`config.mk`:
```
export PLATFORM = sky130hd
export DESIGN_NAME = qerv_dbus_if_flat
export DESIGN_NICKNAME = d
export VERILOG_FILES = /design/src/rtl/qerv_dbus_if_if.sv /design/src/rtl/qerv_dbus_if.sv /design/src/flat_wrapper.sv
export SDC_FILE = /design/constraint.sdc
export NUM_CORES = 1
export LEC_CHECK = 0
export CAP_MARGIN = 10
export CELL_PAD_IN_SITES_DETAIL_PLACEMENT = 1
export CELL_PAD_IN_SITES_GLOBAL_PLACEMENT = 1
export CORE_MARGIN = 8
export CORE_UTILIZATION = 35
export CTS_CLUSTER_SIZE = 30
export DETAILED_ROUTE_END_ITERATION = 12
export PLACE_DENSITY_LB_ADDON = 0.05
export SYNTH_ARGS = -nofsm -noshare
export SYNTH_HDL_FRONTEND = slang
export SYNTH_SLANG_ARGS = --single-unit
```
`constraint.sdc`:
```
create_clock -name i_clk -period 3.1 [get_ports i_clk]
set_input_delay 0.31 -clock i_clk [delete_from_list [all_inputs] [get_ports i_clk]]
set_output_delay 0.31 -clock i_clk [all_outputs]
set_load 0.02 [all_outputs]
```
`src/rtl/qerv_dbus_if_if.sv`:
```
// Wishbone-style classic data bus between qerv_dbus_if (master) and memory (slave).
interface qerv_dbus_if_if;
  logic [31:0] adr;
  logic [31:0] dat;
  logic [3:0]  sel;
  logic        we;
  logic        cyc;
  logic [31:0] rdt;
  logic        ack;

  modport master (output adr, dat, sel, we, cyc, input rdt, ack);
  modport slave  (input adr, dat, sel, we, cyc, output rdt, ack);
endinterface

```
`src/rtl/qerv_dbus_if.sv`:
```
// Data-bus stage: collects serial store data, runs one classic bus cycle and
// returns aligned, sign/zero-extended load data serially.
module qerv_dbus_if #(
  parameter int unsigned BITS_PER_CYCLE = 1
) (
  input  logic                      i_clk,
  input  logic                      i_rst,
  input  logic                      i_cnt_en,
  input  logic [4:0]                i_cnt,
  input  logic                      i_mem_op,
  input  logic                      i_store,
  input  logic                      i_signed,
  input  logic                      i_word,
  input  logic                      i_half,
  input  logic [1:0]                i_lsb,
  input  logic [31:0]               i_adr,
  input  logic [BITS_PER_CYCLE-1:0] i_rs2,
  input  logic                      i_dbus_req,
  qerv_dbus_if_if.master            dbus,
  output logic [BITS_PER_CYCLE-1:0] o_rd,
  output logic                      o_misalign,
  output logic                      o_done
);

  typedef enum logic {IDLE, BUS} state_t;

  state_t                    state, state_nxt;
  logic [31:0]               adr, dat, rdt_sh;
  logic                      we, sign_r;
  logic                      start, finish, shift_en, serial;
  logic [BITS_PER_CYCLE-1:0] shift_in;
  logic [5:0]                width, idx;
  logic                      unused_adr_lsb;

  assign unused_adr_lsb = ^i_adr[1:0];

  assign o_misalign = i_mem_op & ((i_word & |i_lsb) | (i_half & i_lsb[0]));

  always_comb begin
    state_nxt = state;
    start     = 1'b0;
    finish    = 1'b0;
    case (state)
      IDLE: if (i_dbus_req && !o_misalign) begin
        state_nxt = BUS;
        start     = 1'b1;
      end
      BUS: if (dbus.ack) begin
        state_nxt = IDLE;
        finish    = 1'b1;
      end
      default: state_nxt = IDLE;
    endcase
  end

  always_ff @(posedge i_clk or posedge i_rst) begin
    if (i_rst) begin
      state  <= IDLE;
      adr    <= '0;
      we     <= 1'b0;
      o_done <= 1'b0;
    end else begin
      state  <= state_nxt;
      o_done <= finish;
      if (start) begin
        adr <= {i_adr[31:2], 2'b00};
        we  <= i_store;
      end else if (finish) begin
        we  <= 1'b0;
      end
    end
  end

  assign shift_en = (state == IDLE) & i_cnt_en & i_mem_op;
  assign shift_in = i_store ? i_rs2 : '0;
  assign rdt_sh   = dbus.rdt >> {i_lsb, 3'b000};

  always_ff @(posedge i_clk or posedge i_rst) begin
    if (i_rst) begin
      dat    <= '0;
      sign_r <= 1'b0;
    end else if (shift_en) begin
      dat <= {shift_in, dat[31:BITS_PER_CYCLE]};
    end else if (finish && !i_store) begin
      dat    <= rdt_sh;
      sign_r <= i_word ? rdt_sh[31] : (i_half ? rdt_sh[15] : rdt_sh[7]);
    end
  end

  assign dbus.adr = adr;
  assign dbus.we  = we;
  assign dbus.cyc = (state == BUS);

  always_comb begin
    if (i_word) begin
      dbus.sel = 4'b1111;
      dbus.dat = dat;
    end else if (i_half) begin
      dbus.sel = i_lsb[1] ? 4'b1100 : 4'b0011;
      dbus.dat = {dat[15:0], dat[15:0]};
    end else begin
      dbus.sel = 4'b0001 << i_lsb;
      dbus.dat = {4{dat[7:0]}};
    end
  end

  // Bits past the access width come from the latched sign (or zero for unsigned).
  assign serial = i_cnt_en & i_mem_op & ~i_store & (state == IDLE);
  assign width  = i_word ? 6'd32 : (i_half ? 6'd16 : 6'd8);

  always_comb begin
    o_rd = '0;
    idx  = '0;
    if (serial) begin
      for (int unsigned k = 0; k < BITS_PER_CYCLE; k++) begin
        idx     = {1'b0, i_cnt} + 6'(k);
        o_rd[k] = (idx < width) ? dat[k] : (i_signed & sign_r);
      end
    end
  end

endmodule
```
`src/flat_wrapper.sv`:
```
// flat-port wrapper written by rule: the top's interface ports become plain ports
module qerv_dbus_if_flat 
#(
  parameter int unsigned BITS_PER_CYCLE = 1
)
  (i_clk, i_rst, i_cnt_en, i_cnt, i_mem_op, i_store, i_signed, i_word, i_half, i_lsb, i_adr, i_rs2, i_dbus_req, o_rd, o_misalign, o_done, dbus_adr, dbus_dat, dbus_sel, dbus_we, dbus_cyc, dbus_rdt, dbus_ack);
  qerv_dbus_if_if dbus_i ();
  input  logic i_clk;
  input  logic i_rst;
  input  logic i_cnt_en;
  input  logic [4:0] i_cnt;
  input  logic i_mem_op;
  input  logic i_store;
  input  logic i_signed;
  input  logic i_word;
  input  logic i_half;
  input  logic [1:0] i_lsb;
  input  logic [31:0] i_adr;
  input  logic [BITS_PER_CYCLE-1:0] i_rs2;
  input  logic i_dbus_req;
  output logic [BITS_PER_CYCLE-1:0] o_rd;
  output logic o_misalign;
  output logic o_done;
  output wire logic [$bits(dbus_i.adr)-1:0] dbus_adr;
  output wire logic [$bits(dbus_i.dat)-1:0] dbus_dat;
  output wire logic [$bits(dbus_i.sel)-1:0] dbus_sel;
  output wire logic [$bits(dbus_i.we)-1:0] dbus_we;
  output wire logic [$bits(dbus_i.cyc)-1:0] dbus_cyc;
  input wire logic [$bits(dbus_i.rdt)-1:0] dbus_rdt;
  input wire logic [$bits(dbus_i.ack)-1:0] dbus_ack;
  assign dbus_adr = dbus_i.adr;
  assign dbus_dat = dbus_i.dat;
  assign dbus_sel = dbus_i.sel;
  assign dbus_we = dbus_i.we;
  assign dbus_cyc = dbus_i.cyc;
  assign dbus_i.rdt = dbus_rdt;
  assign dbus_i.ack = dbus_ack;
  qerv_dbus_if #(.BITS_PER_CYCLE(BITS_PER_CYCLE)) u_core (.i_clk(i_clk), .i_rst(i_rst), .i_cnt_en(i_cnt_en), .i_cnt(i_cnt), .i_mem_op(i_mem_op), .i_store(i_store), .i_signed(i_signed), .i_word(i_word), .i_half(i_half), .i_lsb(i_lsb), .i_adr(i_adr), .i_rs2(i_rs2), .i_dbus_req(i_dbus_req), .dbus(dbus_i), .o_rd(o_rd), .o_misalign(o_misalign), .o_done(o_done));
endmodule
```
==> flow_summary.toml, run 1 <==
[synthesis]
netlist.area_leader.share = 0.4511
ys_seq_area_frac = 0.4511
synth_edf_count = 0
yosys.area.top_type = "dfrtp_1"
ys_ff_latch = 66
synth-main-ff-cell = "dfrtp_1"
synth_warnings = 0
syn_inst = 335
ys_top_cells_by_area = "dfrtp_1, mux2_2, mux2i_1"
ys_async_sr_fraction = 1.000
synth_cell_types = 37
syn_area_mm2 = 0.003661
syn_area_per_cell_um2 = 10.93

[global_routing]
busiest_layer = "met2"
use_met3 = 0.05283
grt_usage = 0.1716
antenna_found_initial = 0
overflow = 0
grt_max_degree = 67
met1_usage = 0.2245
grtUsageMet2 = 0.2682
grt_pass1_wl_um = 19240
first_global_vias = 3393

[clocking]
cts_buffer_depth = 2
clockRootBuffer = "clkbuf_8"
cts_sinks = 66
h-tree-depth = 3
cts_setup_buffers = 0
cts_tree = "done"
holdBufCountCts = 0
cts-resized-gates = 0
clock_latency_ns = 0.34
numCtsBuffers = 9
clk_pin_slew_ns = 0.08

[pwr]
p_leak_nw = 2.285
ir_drop_v = 0.0003385
p_per_area_mw_per_mm2 = 712.4

[floorplanning]
start_util = 0.3578
core_mm2 = 0.01023
die-height_um = 118.3
die_w_um = 118.3
rows = 37
dieArea_mm2 = 0.01399
io_pins = 155

[timing]
max_slew_margin = 0.4314
rsz0062_at_grt = "false"
setup-tns-final_ns = 0
timing.final.crit_share = 0.9061
layout_setup_ws_ns = 0.2911
worst_slew_pin_slew_ns = 0.8529
skew_ns = 0.01097
period_needed_ns = 2.809
finalHoldViolations = 0
fmax_ghz = 0.3560
slew_violations = 0
setup_viol = 0

[placement]
place_area_mm2 = 0.005147
gp_congestion = 0.7968
hpwl_um = 9213
port_buffers = 147
post-place-cells = 594
dpl_worst_slack_ns = 0.3098

[route]
vias_per_cell = 5.115
antenna_left = 0
wl_per_cell_um = 19.55
num_vias = 3120
first_pass_iters = 4
drt_iter0_markers = 173
drcViolationCount = 0
wirelength_um = 11920

[finish]
stdcell_count = 610
area_growth_pct = 48.12
diodes = 0
layout-drive-gt1-share = 0.1329
final_area_mm2 = 0.005423
utilization = 0.5300
layout.nets = 552

[critical_path]
critPathLaunchType = "input port"
required_ns = 2.79
cp-end-kind = "output pin"
crit_path_max_fanout = 6
rr_worst_depth = 4
criticalPathCategory = "in -> out"
arrival_ns = 2.50

[run_status]
status = "complete, no violations"

[min_path]
worstHoldPathCells = 1
hold_class = "reg -> reg"

[run]
maxCapViolations = 0
-- registers in the layout, summed over array words and instances (netlist names) --
signal,count
u_core.dbus.adr,30
u_core.dat,32
u_core.dbus.we,1
u_core.sign_r,1
u_core.dbus.cyc,1
u_core.o_done,1
-- metal layers --
metal | share of wire | vias to the layer above
li1 | - | 1479
met1 | 0.46 | 1526
met2 | 0.47 | 104
met3 | 0.067 | 11
met4 | 0.0096 | 0
met5 | 0 | -
-- cell usage after synthesis, types with 2 or more instances --
cell type  instances
a221o_1           15
and2_1             2
a211oi_1          12
mux2_2            30
inv_1              4
nand2b_1           2
nor2b_1            7
buf_6              5
nor2_1            21
nor3_1             2
dfrtp_1           66
o21bai_1           2
mux2i_1           24
clkbuf_1           6
nand2_1           26
nand3b_1           2
a21o_1             3
a22oi_1           13
buf_2             12
and3b_1            3
mux2_1            20
o22ai_1            3
o21ai_0           16
buf_4             12
a21oi_1           15
-- where the power goes --
group	internal (W)	switching, W
clock network	0.000640	0.000339
logic	0.000808	0.000736
registers	0.00111	0.000234
-- worst max-delay path, stage by stage --
cell and delay (ns):
clkdlybuf4s50_1 0.62, nand2b_1 0.10, ha_1 0.28, o21ai_0 0.07, a21oi_1 0.17, mux2i_1 0.10
nor3_1 0.17, clkdlybuf4s50_1 0.67
-- layout make-up --
class                      instances  area [um2]
fill                            1099        4808
multi-input combinational        231        1769
sequential                        66        1652
timing repair buffer             157        1541
tap                              136       170.2
clock buffer                      10       137.6
clock inverter                     6       137.6
inverter                           4       15.01
-- kinds of logic (layout without fill, tap and decap cells) --
kind of cell / Yosys count / count (layout) / synth area share
buffers and inverters: 39 / 177 / 0.06664
AO/OA/AOI/OAI: 85 / 85 / 0.1644
multiplexers: 74 / 74 / 0.2194
other: 1 / 2 / 0.001024
AND/OR/NAND/NOR: 69 / 69 / 0.09398
adder cells (fa/ha/maj): 1 / 1 / 0.003417
flip-flops: 66 / 66 / 0.4511
-- worst paths after layout --
check	start	slack (ns)	to
hold / removal	u_core.dbus.adr[9]	0.49	u_core.dbus.adr[9]
setup / recovery	i_half	0.29	o_rd
setup reg to reg	u_core.dbus.cyc	1.31	u_core.sign_r
max in group asynchronous	i_rst	1.99	u_core.dat[2]
min in group asynchronous	i_rst	0.56	u_core.dbus.adr[28]
hold reg to reg	u_core.dbus.adr[9]	0.49	u_core.dbus.adr[9]
-- layout by cell type (no fill, tap or decap), types with 15 or more instances in the layout --
master,instances
mux2_1,20
clkdlybuf4s50_1,146
nor2_1,21
nand2_1,26
o21ai_0,16
a221o_1,15
dfrtp_1,66
mux2i_1,24
a21oi_1,15
mux2_2,30
-- per-stage QoR --
step | hold slack, ns | total power [W]
after floorplan | 0.4447 | 0.002166
after detailed placement | 0.4737 | 0.002919
final | 0.4870 | 0.003863
after global placement | 0.4658 | 0.002890
after global routing | 0.5094 | 0.004075
after CTS | 0.4930 | 0.003914
(Power assumes the default switching activity.)
==> run 2, diff against run 1 <==
--- a/config.mk
+++ b/config.mk
@@ -9,7 +9,7 @@
 export CELL_PAD_IN_SITES_DETAIL_PLACEMENT = 1
 export CELL_PAD_IN_SITES_GLOBAL_PLACEMENT = 1
 export CORE_MARGIN = 8
-export CORE_UTILIZATION = 35
+export CORE_UTILIZATION = 25
 export CTS_CLUSTER_SIZE = 30
 export DETAILED_ROUTE_END_ITERATION = 12
 export PLACE_DENSITY_LB_ADDON = 0.05
==> run 2 against run 1 <==
Effect of this change:
- register-to-register slack lost 0.08 ns
- core utilization down 15 points
- via count is 0.77% higher
- total power is 2.0% higher
- global-route usage down 2.8 points
- die area is 34% higher
- first-iteration DRC count shrank 49%
- combinational power about the same
- clock skew is 0.0054 ns lower
- largest cell class unchanged
- largest power group unchanged
- highest routed layer unchanged
==> flow_summary.toml, run 2 (synthesized netlist as in run 1, its figures left out) <==
[floorplanning]
rows = 44
die-height_um = 137.0
die_w_um = 137.0
dieArea_mm2 = 0.01877
start_util = 0.2538
core_mm2 = 0.01442
io_pins = 155

[run]
maxCapViolations = 0

[finish]
area_growth_pct = 51.13
diodes = 0
layout.nets = 553
utilization = 0.3836
largest_reg_flops = 32
mostFrequentLayoutCells = "clkdlybuf4s50_1, dfrtp_1, mux2_2"
final_common_cell = "clkdlybuf4s50_1"
layout-drive-gt1-share = 0.1347
n_fill_cell = 1607
top_regs = "u_core.dat (32), u_core.dbus.adr (30)"
stdcell_count = 659
regMostFlops = "u_core.dat"

[route]
drcViolationCount = 0
drt_iter0_markers = 88
vias_per_cell = 4.771
num_vias = 3144
wl_per_cell_um = 20.31
wirelength_um = 13390
antenna_left = 0
first_pass_iters = 4

[global_routing]
grt_usage = 0.1438
overflow = 0
antenna_found_initial = 0
grt_max_degree = 39
grt_pass1_wl_um = 20530
first_global_vias = 3415

[critical_path]
reg2reg_slack_ns = 1.23
r2r_end = "u_core.sign_r"
crit_path_max_fanout = 8
rr_worst_depth = 4
setup.worst_path.start = "i_word"
arrival_ns = 2.50
r2r-start = "u_core.dbus.cyc"
required_ns = 2.79
cp-end-kind = "output pin"
criticalPathCategory = "in -> out"
critPathLaunchType = "input port"

[clocking]
clock_latency_ns = 0.33
holdBufCountCts = 0
clockRootBuffer = "clkbuf_16"
cts_sinks = 66
numCtsBuffers = 9
h-tree-depth = 3
clk_pin_slew_ns = 0.06
cts_tree = "done"
cts_buffer_depth = 2
cts-resized-gates = 0
cts_setup_buffers = 0

[min_path]
hold_class = "in -> async"

[pwr]
power_frac_comb = 0.393
p_sw_w = 0.001377
p_leak_nw = 2.298
ir_drop_v = 0.0002562
p_clk_frac = 0.262
p_per_area_mw_per_mm2 = 711.8
seqPwrFrac = 0.345
switching_share = 0.3495
p_int_w = 0.002562

[timing]
rsz0062_at_grt = "false"
setup-tns-final_ns = 0
period_needed_ns = 2.806
finalHoldViolations = 0
slew_violations = 0
timing.final.crit_share = 0.9052
skew_ns = 0.005609
fin_hold_ws_ns = 0.3915
fmax_ghz = 0.3564
setup_viol = 0
max_slew_margin = 0.4018
worst_slew_pin_slew_ns = 0.8941

[placement]
gp_congestion = 0.7691
post-place-cells = 643
port_buffers = 147
hpwl_um = 10280

[run_status]
status = "complete, no violations"
-- run 2: layer usage --
metal / global-route usage / part of all wire / vias up
met1: 0.1836 / 0.45 / 1562
met3: 0.04148 / 0.066 / 7
met2: 0.2320 / 0.48 / 94
li1: - / - / 1481
met4: 0.03802 / 0.0076 / 0
met5: 0 / 0 / -
-- run 2: per-stage QoR --
stage / total power, W / worst slack, ns / instance area, um2
2_1_floorplan: 0.002166 / 0.9158 / 3665
3_3_place_gp: 0.002931 / 0.2621 / 5228
3_5_place_dp: 0.002954 / 0.2758 / 5228
4_1_cts: 0.004016 / 0.2724 / 5533
5_1_grt: 0.004168 / 0.2170 / 5533
6_report: 0.003938 / 0.2938 / 5533
-- run 2: layout make-up --
type | count | area [um2] | area share
repair buffers | 158 | 1562 | 0.2822
clock buffers | 10 | 239.0 | 0.04319
multi-input cells | 231 | 1769 | 0.3198
clock inverters | 6 | 66.31 | 0.01199
flip-flops and latches | 66 | 1652 | 0.2985
well taps | 184 | 230.2 | 0.04161
inverters | 4 | 15.01 | 0.002714
-- run 2: worst max path at each step --
stage               depth (start not counted)  slack, ns           end
global placement                            4       0.26  dbus_dat[15]
CTS                                         4       0.27  dbus_dat[15]
detailed placement                          4       0.28  dbus_dat[15]
finish                                      4       0.29   dbus_dat[8]
global route                                4       0.22   dbus_dat[8]
floorplan                                   8       0.92          o_rd
-- run 2: power groups by stage --
stage | combinational, W | sequential [W] | clock, W
floorplan | 0.000756 | 0.00141 | 0
global placement | 0.00156 | 0.00137 | 0
detailed placement | 0.00158 | 0.00138 | 0
CTS | 0.00158 | 0.00136 | 0.00107
global route | 0.00166 | 0.00139 | 0.00112
finish | 0.00155 | 0.00136 | 0.00103
-- run 2: critical path: stages --
cell	delay [ns]
clkdlybuf4s50_1	0.48
nor2_1	0.72
mux2_2	0.43
clkdlybuf4s50_1	0.55
